$ cat config.mk
export PLATFORM = sky130hd
export DESIGN_NAME = axistream_forwarder_flat
export DESIGN_NICKNAME = d
export VERILOG_FILES = /design/src/rtl/axistream_forwarder_pkg.sv /design/src/rtl/axistream_forwarder_if.sv /design/src/rtl/axistream_forwarder_fifo.sv /design/src/rtl/axistream_forwarder.sv /design/src/flat_wrapper.sv
export SDC_FILE = /design/constraint.sdc
export NUM_CORES = 1
export LEC_CHECK = 0
export ABC_AREA = 0
export BUFFER_PORTS_ARGS = -buffer_cell sky130_fd_sc_hd__buf_2
export CAP_MARGIN = 0
export CORE_ASPECT_RATIO = 0.75
export CORE_MARGIN = 1.5
export CORE_UTILIZATION = 57
export DETAILED_ROUTE_END_ITERATION = 7
export PLACE_DENSITY = 0.77
export SLEW_MARGIN = 20
export SYNTH_ARGS = -nofsm -noshare
export SYNTH_HDL_FRONTEND = slang
export SYNTH_HIERARCHICAL = 1
export SYNTH_SLANG_ARGS = --single-unit
$ cat constraint.sdc
create_clock -name clk -period 6.2 [get_ports clk]
set_input_delay 0.31 -clock clk [delete_from_list [all_inputs] [get_ports clk]]
set_output_delay 0.31 -clock clk [all_outputs]
set_load 0.02 [all_outputs]
$ cat src/rtl/axistream_forwarder_pkg.sv
// axistream_forwarder_pkg: shared FSM encodings and width helpers for the packet forwarder
package axistream_forwarder_pkg;
  localparam logic [1:0] S_IDLE   = 2'd0;
  localparam logic [1:0] S_CLAIM  = 2'd1;
  localparam logic [1:0] S_STREAM = 2'd2;
  localparam logic [1:0] S_DONE   = 2'd3;
  function automatic int fwd_bytes(input int data_width);
    return data_width / 8;
  endfunction
  function automatic int fwd_count_width(input int depth);
    return $clog2(depth) + 1;
  endfunction
endpackage

$ cat src/rtl/axistream_forwarder_if.sv
// axistream_forwarder_if: claim handshake, packet-memory read port and AXI-Stream master bundle
interface axistream_forwarder_if
  import axistream_forwarder_pkg::*;
#(
  parameter int DW = 64,
  parameter int AW = 8,
  parameter int PW = 32
) ();
  logic                    rdy_for_fwd;
  logic                    rdy_for_fwd_ack;
  logic [PW-1:0]           fwd_byte_len;
  logic [AW-1:0]           fwd_addr;
  logic                    fwd_rd_en;
  logic [DW-1:0]           fwd_rd_data;
  logic                    fwd_rd_data_vld;
  logic                    fwd_done;
  logic [DW-1:0]           m_axis_tdata;
  logic [fwd_bytes(DW)-1:0] m_axis_tkeep;
  logic                    m_axis_tlast;
  logic                    m_axis_tvalid;
  logic                    m_axis_tready;
  modport master (
    input  rdy_for_fwd, fwd_byte_len, fwd_rd_data, fwd_rd_data_vld, m_axis_tready,
    output rdy_for_fwd_ack, fwd_addr, fwd_rd_en, fwd_done,
           m_axis_tdata, m_axis_tkeep, m_axis_tlast, m_axis_tvalid
  );
  modport slave (
    output rdy_for_fwd, fwd_byte_len, fwd_rd_data, fwd_rd_data_vld, m_axis_tready,
    input  rdy_for_fwd_ack, fwd_addr, fwd_rd_en, fwd_done,
           m_axis_tdata, m_axis_tkeep, m_axis_tlast, m_axis_tvalid
  );
endinterface

$ cat src/rtl/axistream_forwarder_fifo.sv
// fwd_fifo: small register FIFO whose head entry drives the stream outputs directly
module fwd_fifo
  import axistream_forwarder_pkg::*;
#(
  parameter int W     = 73,
  parameter int DEPTH = 4,
  localparam int PW   = $clog2(DEPTH),
  localparam int CW   = fwd_count_width(DEPTH)
) (
  input  logic          clk,
  input  logic          rst,
  input  logic          push,
  input  logic          pop,
  input  logic [W-1:0]  din,
  output logic [W-1:0]  dout,
  output logic [CW-1:0] count,
  output logic          empty
);
  logic [W-1:0]  mem_q [DEPTH];
  logic [PW-1:0] wp_q, rp_q;
  logic [CW-1:0] cnt_q;
  logic          do_push, do_pop;
  assign do_pop  = pop && cnt_q != '0;
  assign do_push = push && cnt_q != CW'(DEPTH);
  assign dout    = mem_q[rp_q];
  assign count   = cnt_q;
  assign empty   = cnt_q == '0;
  // storage and pointers; cleared on reset so the head reads as zero
  always_ff @(posedge clk or negedge rst) begin
    if (!rst) begin
      for (int i = 0; i < DEPTH; i++) mem_q[i] <= '0;
      wp_q  <= '0;
      rp_q  <= '0;
      cnt_q <= '0;
    end else begin
      if (do_push) mem_q[wp_q] <= din;
      wp_q  <= wp_q + PW'(do_push);
      rp_q  <= rp_q + PW'(do_pop);
      cnt_q <= cnt_q + CW'(do_push) - CW'(do_pop);
    end
  end
endmodule

$ cat src/rtl/axistream_forwarder.sv
// axistream_forwarder: claims a packet, reads it from packet memory and streams it out as AXI-Stream
module axistream_forwarder
  import axistream_forwarder_pkg::*;
#(
  parameter int SN_FWD_DATA_WIDTH = 64,
  parameter int SN_FWD_ADDR_WIDTH = 8,
  parameter int PLEN_WIDTH        = 32,
  parameter int FIFO_DEPTH        = 4
) (
  input logic clk,
  input logic rst,
  axistream_forwarder_if.master bus
);
  localparam int BYTES = fwd_bytes(SN_FWD_DATA_WIDTH);
  localparam int WW    = PLEN_WIDTH + 1;
  localparam int CW    = fwd_count_width(FIFO_DEPTH);
  localparam int CW1   = CW + 1;
  localparam int EW    = SN_FWD_DATA_WIDTH + BYTES + 1;
  logic [1:0]                   state_q, state_d;
  logic [PLEN_WIDTH-1:0]        len_q, len_d;
  logic [WW-1:0]                words_q, words_d;
  logic [WW-1:0]                issued_q, issued_d;
  logic [WW-1:0]                recv_q, recv_d;
  logic [CW-1:0]                inflight_q, inflight_d;
  logic                         cool_q, cool_d;
  logic                         ack_q, ack_d;
  logic                         done_q, done_d;
  logic                         rd_en_q, rd_en_d;
  logic [SN_FWD_ADDR_WIDTH-1:0] addr_q, addr_d;
  logic [EW-1:0]                head;
  logic [CW-1:0]                fifo_count;
  logic                         fifo_empty, push, pop, head_last, is_last, issue;
  logic [WW-1:0]                words_calc, words_cur;
  logic [CW-1:0]                inflight_after;
  logic [CW:0]                  credits;
  logic [PLEN_WIDTH-1:0]        rem;
  logic [BYTES-1:0]             keep_w;
  assign words_calc     = (WW'(bus.fwd_byte_len) + WW'(BYTES - 1)) / WW'(BYTES);
  assign words_cur      = state_q == S_CLAIM ? words_calc : words_q;
  assign push           = bus.fwd_rd_data_vld && inflight_q != '0 && state_q == S_STREAM;
  assign pop            = !fifo_empty && bus.m_axis_tready;
  assign head_last      = head[0];
  assign is_last        = recv_q == words_q - WW'(1);
  assign rem            = len_q % PLEN_WIDTH'(BYTES);
  assign keep_w         = is_last && rem != '0 ? ~({BYTES{1'b1}} >> rem) : '1;
  assign inflight_after = inflight_q - CW'(push);
  // credits count every word that will occupy a FIFO slot: stored words plus reads still in flight
  assign credits        = CW1'(fifo_count) + CW1'(push) - CW1'(pop) + CW1'(inflight_after);
  assign issue          = (state_q == S_CLAIM || state_q == S_STREAM) && issued_q < words_cur &&
                          credits < CW1'(FIFO_DEPTH);
  assign bus.rdy_for_fwd_ack = ack_q;
  assign bus.fwd_done        = done_q;
  assign bus.fwd_rd_en       = rd_en_q;
  assign bus.fwd_addr        = addr_q;
  assign bus.m_axis_tvalid   = !fifo_empty;
  assign {bus.m_axis_tdata, bus.m_axis_tkeep, bus.m_axis_tlast} = head;
  fwd_fifo #(.W(EW), .DEPTH(FIFO_DEPTH)) u_fifo (
    .clk   (clk),
    .rst   (rst),
    .push  (push),
    .pop   (pop),
    .din   ({bus.fwd_rd_data, keep_w, is_last}),
    .dout  (head),
    .count (fifo_count),
    .empty (fifo_empty)
  );
  // claim/stream/done sequencing plus read issue and return bookkeeping
  always_comb begin
    state_d    = state_q;
    len_d      = len_q;
    words_d    = words_q;
    issued_d   = issued_q + WW'(issue);
    recv_d     = recv_q + WW'(push);
    inflight_d = inflight_after + CW'(issue);
    rd_en_d    = issue;
    addr_d     = issue ? issued_q[SN_FWD_ADDR_WIDTH-1:0] : addr_q;
    ack_d      = 1'b0;
    done_d     = 1'b0;
    cool_d     = 1'b0;
    case (state_q)
      S_IDLE: begin
        issued_d   = '0;
        recv_d     = '0;
        inflight_d = '0;
        state_d    = bus.rdy_for_fwd && !cool_q ? S_CLAIM : S_IDLE;
        ack_d      = bus.rdy_for_fwd && !cool_q;
      end
      S_CLAIM: begin
        len_d   = bus.fwd_byte_len;
        words_d = words_calc;
        state_d = words_calc == '0 ? S_DONE : S_STREAM;
        done_d  = words_calc == '0;
      end
      S_STREAM: begin
        state_d = pop && head_last ? S_DONE : S_STREAM;
        done_d  = pop && head_last;
      end
      default: begin
        state_d = S_IDLE;
        cool_d  = 1'b1;
      end
    endcase
  end
  // state and registered outputs; reset abandons any packet in progress without a done pulse
  always_ff @(posedge clk or negedge rst) begin
    if (!rst) begin
      state_q    <= S_IDLE;
      len_q      <= '0;
      words_q    <= '0;
      issued_q   <= '0;
      recv_q     <= '0;
      inflight_q <= '0;
      cool_q     <= 1'b0;
      ack_q      <= 1'b0;
      done_q     <= 1'b0;
      rd_en_q    <= 1'b0;
      addr_q     <= '0;
    end else begin
      state_q    <= state_d;
      len_q      <= len_d;
      words_q    <= words_d;
      issued_q   <= issued_d;
      recv_q     <= recv_d;
      inflight_q <= inflight_d;
      cool_q     <= cool_d;
      ack_q      <= ack_d;
      done_q     <= done_d;
      rd_en_q    <= rd_en_d;
      addr_q     <= addr_d;
    end
  end
endmodule

$ cat src/flat_wrapper.sv
// flat-port wrapper written by rule: the top's interface ports become plain ports
module axistream_forwarder_flat import axistream_forwarder_pkg::*;
#(
  parameter int SN_FWD_DATA_WIDTH = 64,
  parameter int SN_FWD_ADDR_WIDTH = 8,
  parameter int PLEN_WIDTH        = 32,
  parameter int FIFO_DEPTH        = 4
)
  (clk, rst, bus_rdy_for_fwd, bus_fwd_byte_len, bus_fwd_rd_data, bus_fwd_rd_data_vld, bus_m_axis_tready, bus_rdy_for_fwd_ack, bus_fwd_addr, bus_fwd_rd_en, bus_fwd_done, bus_m_axis_tdata, bus_m_axis_tkeep, bus_m_axis_tlast, bus_m_axis_tvalid);
  axistream_forwarder_if #(.DW(64), .AW(8), .PW(32)) bus_i ();
  input logic clk;
  input logic rst;
  input wire logic [$bits(bus_i.rdy_for_fwd)-1:0] bus_rdy_for_fwd;
  input wire logic [$bits(bus_i.fwd_byte_len)-1:0] bus_fwd_byte_len;
  input wire logic [$bits(bus_i.fwd_rd_data)-1:0] bus_fwd_rd_data;
  input wire logic [$bits(bus_i.fwd_rd_data_vld)-1:0] bus_fwd_rd_data_vld;
  input wire logic [$bits(bus_i.m_axis_tready)-1:0] bus_m_axis_tready;
  output wire logic [$bits(bus_i.rdy_for_fwd_ack)-1:0] bus_rdy_for_fwd_ack;
  output wire logic [$bits(bus_i.fwd_addr)-1:0] bus_fwd_addr;
  output wire logic [$bits(bus_i.fwd_rd_en)-1:0] bus_fwd_rd_en;
  output wire logic [$bits(bus_i.fwd_done)-1:0] bus_fwd_done;
  output wire logic [$bits(bus_i.m_axis_tdata)-1:0] bus_m_axis_tdata;
  output wire logic [$bits(bus_i.m_axis_tkeep)-1:0] bus_m_axis_tkeep;
  output wire logic [$bits(bus_i.m_axis_tlast)-1:0] bus_m_axis_tlast;
  output wire logic [$bits(bus_i.m_axis_tvalid)-1:0] bus_m_axis_tvalid;
  assign bus_i.rdy_for_fwd = bus_rdy_for_fwd;
  assign bus_i.fwd_byte_len = bus_fwd_byte_len;
  assign bus_i.fwd_rd_data = bus_fwd_rd_data;
  assign bus_i.fwd_rd_data_vld = bus_fwd_rd_data_vld;
  assign bus_i.m_axis_tready = bus_m_axis_tready;
  assign bus_rdy_for_fwd_ack = bus_i.rdy_for_fwd_ack;
  assign bus_fwd_addr = bus_i.fwd_addr;
  assign bus_fwd_rd_en = bus_i.fwd_rd_en;
  assign bus_fwd_done = bus_i.fwd_done;
  assign bus_m_axis_tdata = bus_i.m_axis_tdata;
  assign bus_m_axis_tkeep = bus_i.m_axis_tkeep;
  assign bus_m_axis_tlast = bus_i.m_axis_tlast;
  assign bus_m_axis_tvalid = bus_i.m_axis_tvalid;
  axistream_forwarder #(.SN_FWD_DATA_WIDTH(SN_FWD_DATA_WIDTH), .SN_FWD_ADDR_WIDTH(SN_FWD_ADDR_WIDTH), .PLEN_WIDTH(PLEN_WIDTH), .FIFO_DEPTH(FIFO_DEPTH)) u_core (.clk(clk), .rst(rst), .bus(bus_i));
endmodule
==> flow_metrics.tcl <==
set metrics [dict create \
    status "finished clean" \
    fin_skew_ns 0.0104 \
    wl_mm 47.3 \
    p_leak_uw 0.0112 \
    drive_above_1_share_pct 35.0 \
    synth-seq-cells 418 \
    total_power_uw 11100 \
    pin_count 186 \
    antenna_found_initial 5 \
    cp.required_ns 6.60 \
    clock_sinks 418 \
    worstHoldStart "bus_fwd_rd_data[57]" \
    slew_viol_final 0 \
    synth_cell_type_count 77 \
    htreeDepth 2 \
    r2r_cells 22 \
    dp_cells 2258 \
    min_path_cells 2 \
    worstPathMaxFanout 6 \
    synth_ff_type "dfrtp_1" \
    vias 13500 \
    synth-edff-count 0 \
    regToRegEndpoint "u_core/issued_q[32]" \
    die_y_um 170 \
    hold_path_class "in2reg" \
    clk_path_buf_depth 3 \
    grt_pass1_wl_mm 76.6 \
    rsz0062_at_grt "false" \
    relSlewSlack_pct 21.5 \
    setup_violations 0 \
    synth_cells 1623 \
    async_flop_share_pct 100 \
    cp-start-kind "flop" \
    via_per_inst 5.80 \
    hold_viol_final 0 \
    track_usage_pct 25.4 \
    r2r_setup_slack_ns 0.38 \
    clk_pin_slew_ns 0.06 \
    first_global_vias 14000 \
    place_congestion 0.950 \
    grt-ovfl-total 0 \
    cp.arrival_ns 6.22 \
    layout_commonest_cell "dfrtp_1" \
    drt_iter0_drc 1039 \
    core_mm2 0.0362 \
    dr.pass1.iters 5 \
    initial_core_util_pct 58.4 \
    die_x_um 225 \
    syn_to_final_growth_pct 12.8 \
    postCtsSetupBuffers 0 \
    layout_common_cells "dfrtp_1 (416), mux2_2 (198), buf_2 (184), nor2_1 (117), mux4_2 (73)" \
    rows 60 \
    endpoint_kind "flop" \
    ant_nets 0 \
    worstHoldEndpoint "u_core/u_fifo/mem_q[66]" \
    power_density_mw_per_mm2 467 \
    syn_area_mm2 0.0211 \
    maxClockFrequency_mhz 172 \
    cts_buffers 41 \
    nNetsFinal 1961 \
    vdd_drop_max_mv 0.300 \
    ys_warn_count 6 \
    drc 0 \
    grt_max_degree 159 \
    avgSynthCellArea_um2 13.0 \
    dieArea_mm2 0.0382 \
    clk_root_buffer_cell "clkbuf_16" \
    tns_ns 0 \
    dp_hpwl_mm 32.0 \
    cts_tree "built" \
    path_class "reg2reg" \
    port_buffers 185 \
    period_share_pct 93.8 \
    yosysSeqAreaShare_pct 49.5 \
    maxCapViolCount 0 \
    insertion_delay_ns 0.55 \
    finalNonFillerCells 2334 \
    r2r-start "u_core/state_q[0]" \
    fin_crit_ns 5.82 \
    hold_slack_ns 0.0225 \
    tightestPinTransition_ns 1.18 \
    wl_per_cell_um 20.3 \
]
area by class of cell:
type                    instances  area, um2
clock inverters                11        110
repair buffers                206       1110
clock buffers                  60       1220
multi-input cells            1071      10000
inverters                      68        255
well taps                     496        621
flip-flops and latches        418      10500
fillers                      2688      12400
diodes                          4       10.0
registers in the layout (all words and copies together) (netlist names), 2 cells and up:
name and cells:
u_core/u_fifo/wp_q 2, u_core/bus.fwd_addr 8, u_core/issued_q 33, u_core/u_fifo/rp_q 2
u_core/inflight_q 3, u_core/u_fifo/mem_q 292, u_core/u_fifo/count 3, u_core/state_q 2
u_core/len_q 3, u_core/recv_q 33, u_core/words_q 33
report_power, final:
part / internal, uW / switching [uW]
Clock: 1410 / 1050
Combinational: 2140 / 2010
Sequential: 3700 / 811
kinds of logic (layout without fill, tap and decap cells):
kind of cell    Yosys count  in the layout  share of synthesized area (%)
buf+inv                 137            345                           3.18
compound gates          127            127                           4.02
other cells               1              8                         0.0178
simple gates            383            383                           9.53
fa+ha+maj                54             54                           3.24
mux                     375            375                           25.1
xor+xnor                128            128                           5.35
flops                   418            418                           49.5
stage by stage:
stage / setup WS [ns] / utilization [%] / area, um2
2_1_floorplan: 0.878 / - / 21100
3_3_place_gp: 0.472 / 62.1 / 22500
3_5_place_dp: 0.205 / 62.1 / 22500
4_1_cts: 0.339 / 65.8 / 23800
5_1_grt: 0.0176 / 65.8 / 23800
6_report: 0.383 / 65.8 / 23800
layer usage:
layer | wire length (um) | GRT usage (%)
met1 | 22000 | 37.3
met2 | 21600 | 39.1
met3 | 2650 | 4.22
met4 | 996 | 7.30
met5 | 7 | 0
critical path: stages, from the launching register on:
cell	delay (ns)
dfrtp_1	0.43
inv_1	0.10
ha_1	0.24
o311ai_0	0.14
inv_1	0.34
ha_1	0.29
ha_1	0.31
ha_1	0.28
inv_1	0.04
ha_1	0.27
nor2b_1	0.14
or4_1	0.46
a221o_1	0.34
inv_2	0.08
ha_1	0.23
ha_1	0.28
nand4_1	0.22
nor4_1	0.39
nor2b_1	0.41
nand2_1	0.17
nor4_1	0.28
xnor2_1	0.17
nor2_1	0.07
synthesized netlist by cell type, types with 17 or more instances:
| library cell | instances | share of area (%) |
|---|---|---|
| a21oi_1 | 28 | 0.66 |
| nand4_1 | 28 | 0.83 |
| dfrtp_1 | 418 | 50 |
| nand2_1 | 60 | 1.1 |
| and3_1 | 17 | 0.50 |
| nor2_1 | 117 | 2.1 |
| nor4_1 | 18 | 0.53 |
| mux4_2 | 73 | 7.8 |
| clkbuf_1 | 27 | 0.48 |
| mux2_4 | 70 | 5.0 |
| nor3_1 | 29 | 0.69 |
| buf_2 | 28 | 0.66 |
| or3_1 | 17 | 0.50 |
| mux2_2 | 198 | 11 |
| nand3_1 | 41 | 0.97 |
| xor2_1 | 65 | 2.7 |
| mux2_1 | 33 | 1.8 |
| a21o_1 | 30 | 1.1 |
| ha_1 | 53 | 3.1 |
| inv_1 | 62 | 1.1 |
| xnor2_1 | 62 | 2.6 |
worst max path at each step:
stage	slack, ns	depth (start not counted)	from	to
after floorplan	0.88	23	bus_fwd_byte_len[0]	u_core/issued_q[25]
after global placement	0.47	27	bus_fwd_byte_len[0]	u_core/issued_q[32]
after detailed placement	0.21	27	bus_fwd_byte_len[3]	u_core/issued_q[32]
after CTS	0.34	23	u_core/state_q[1]	u_core/issued_q[32]
after global routing	0.02	22	u_core/state_q[0]	u_core/issued_q[32]
final	0.38	22	u_core/state_q[0]	u_core/issued_q[32]
timing repair:
action,in CTS,in global routing
gates resized for setup,0,1
endpoints found under the setup margin,0,5
hold buffers,1,0
endpoints found under the hold margin,95,0
Note: power is estimated with default switching activity, not from simulation.
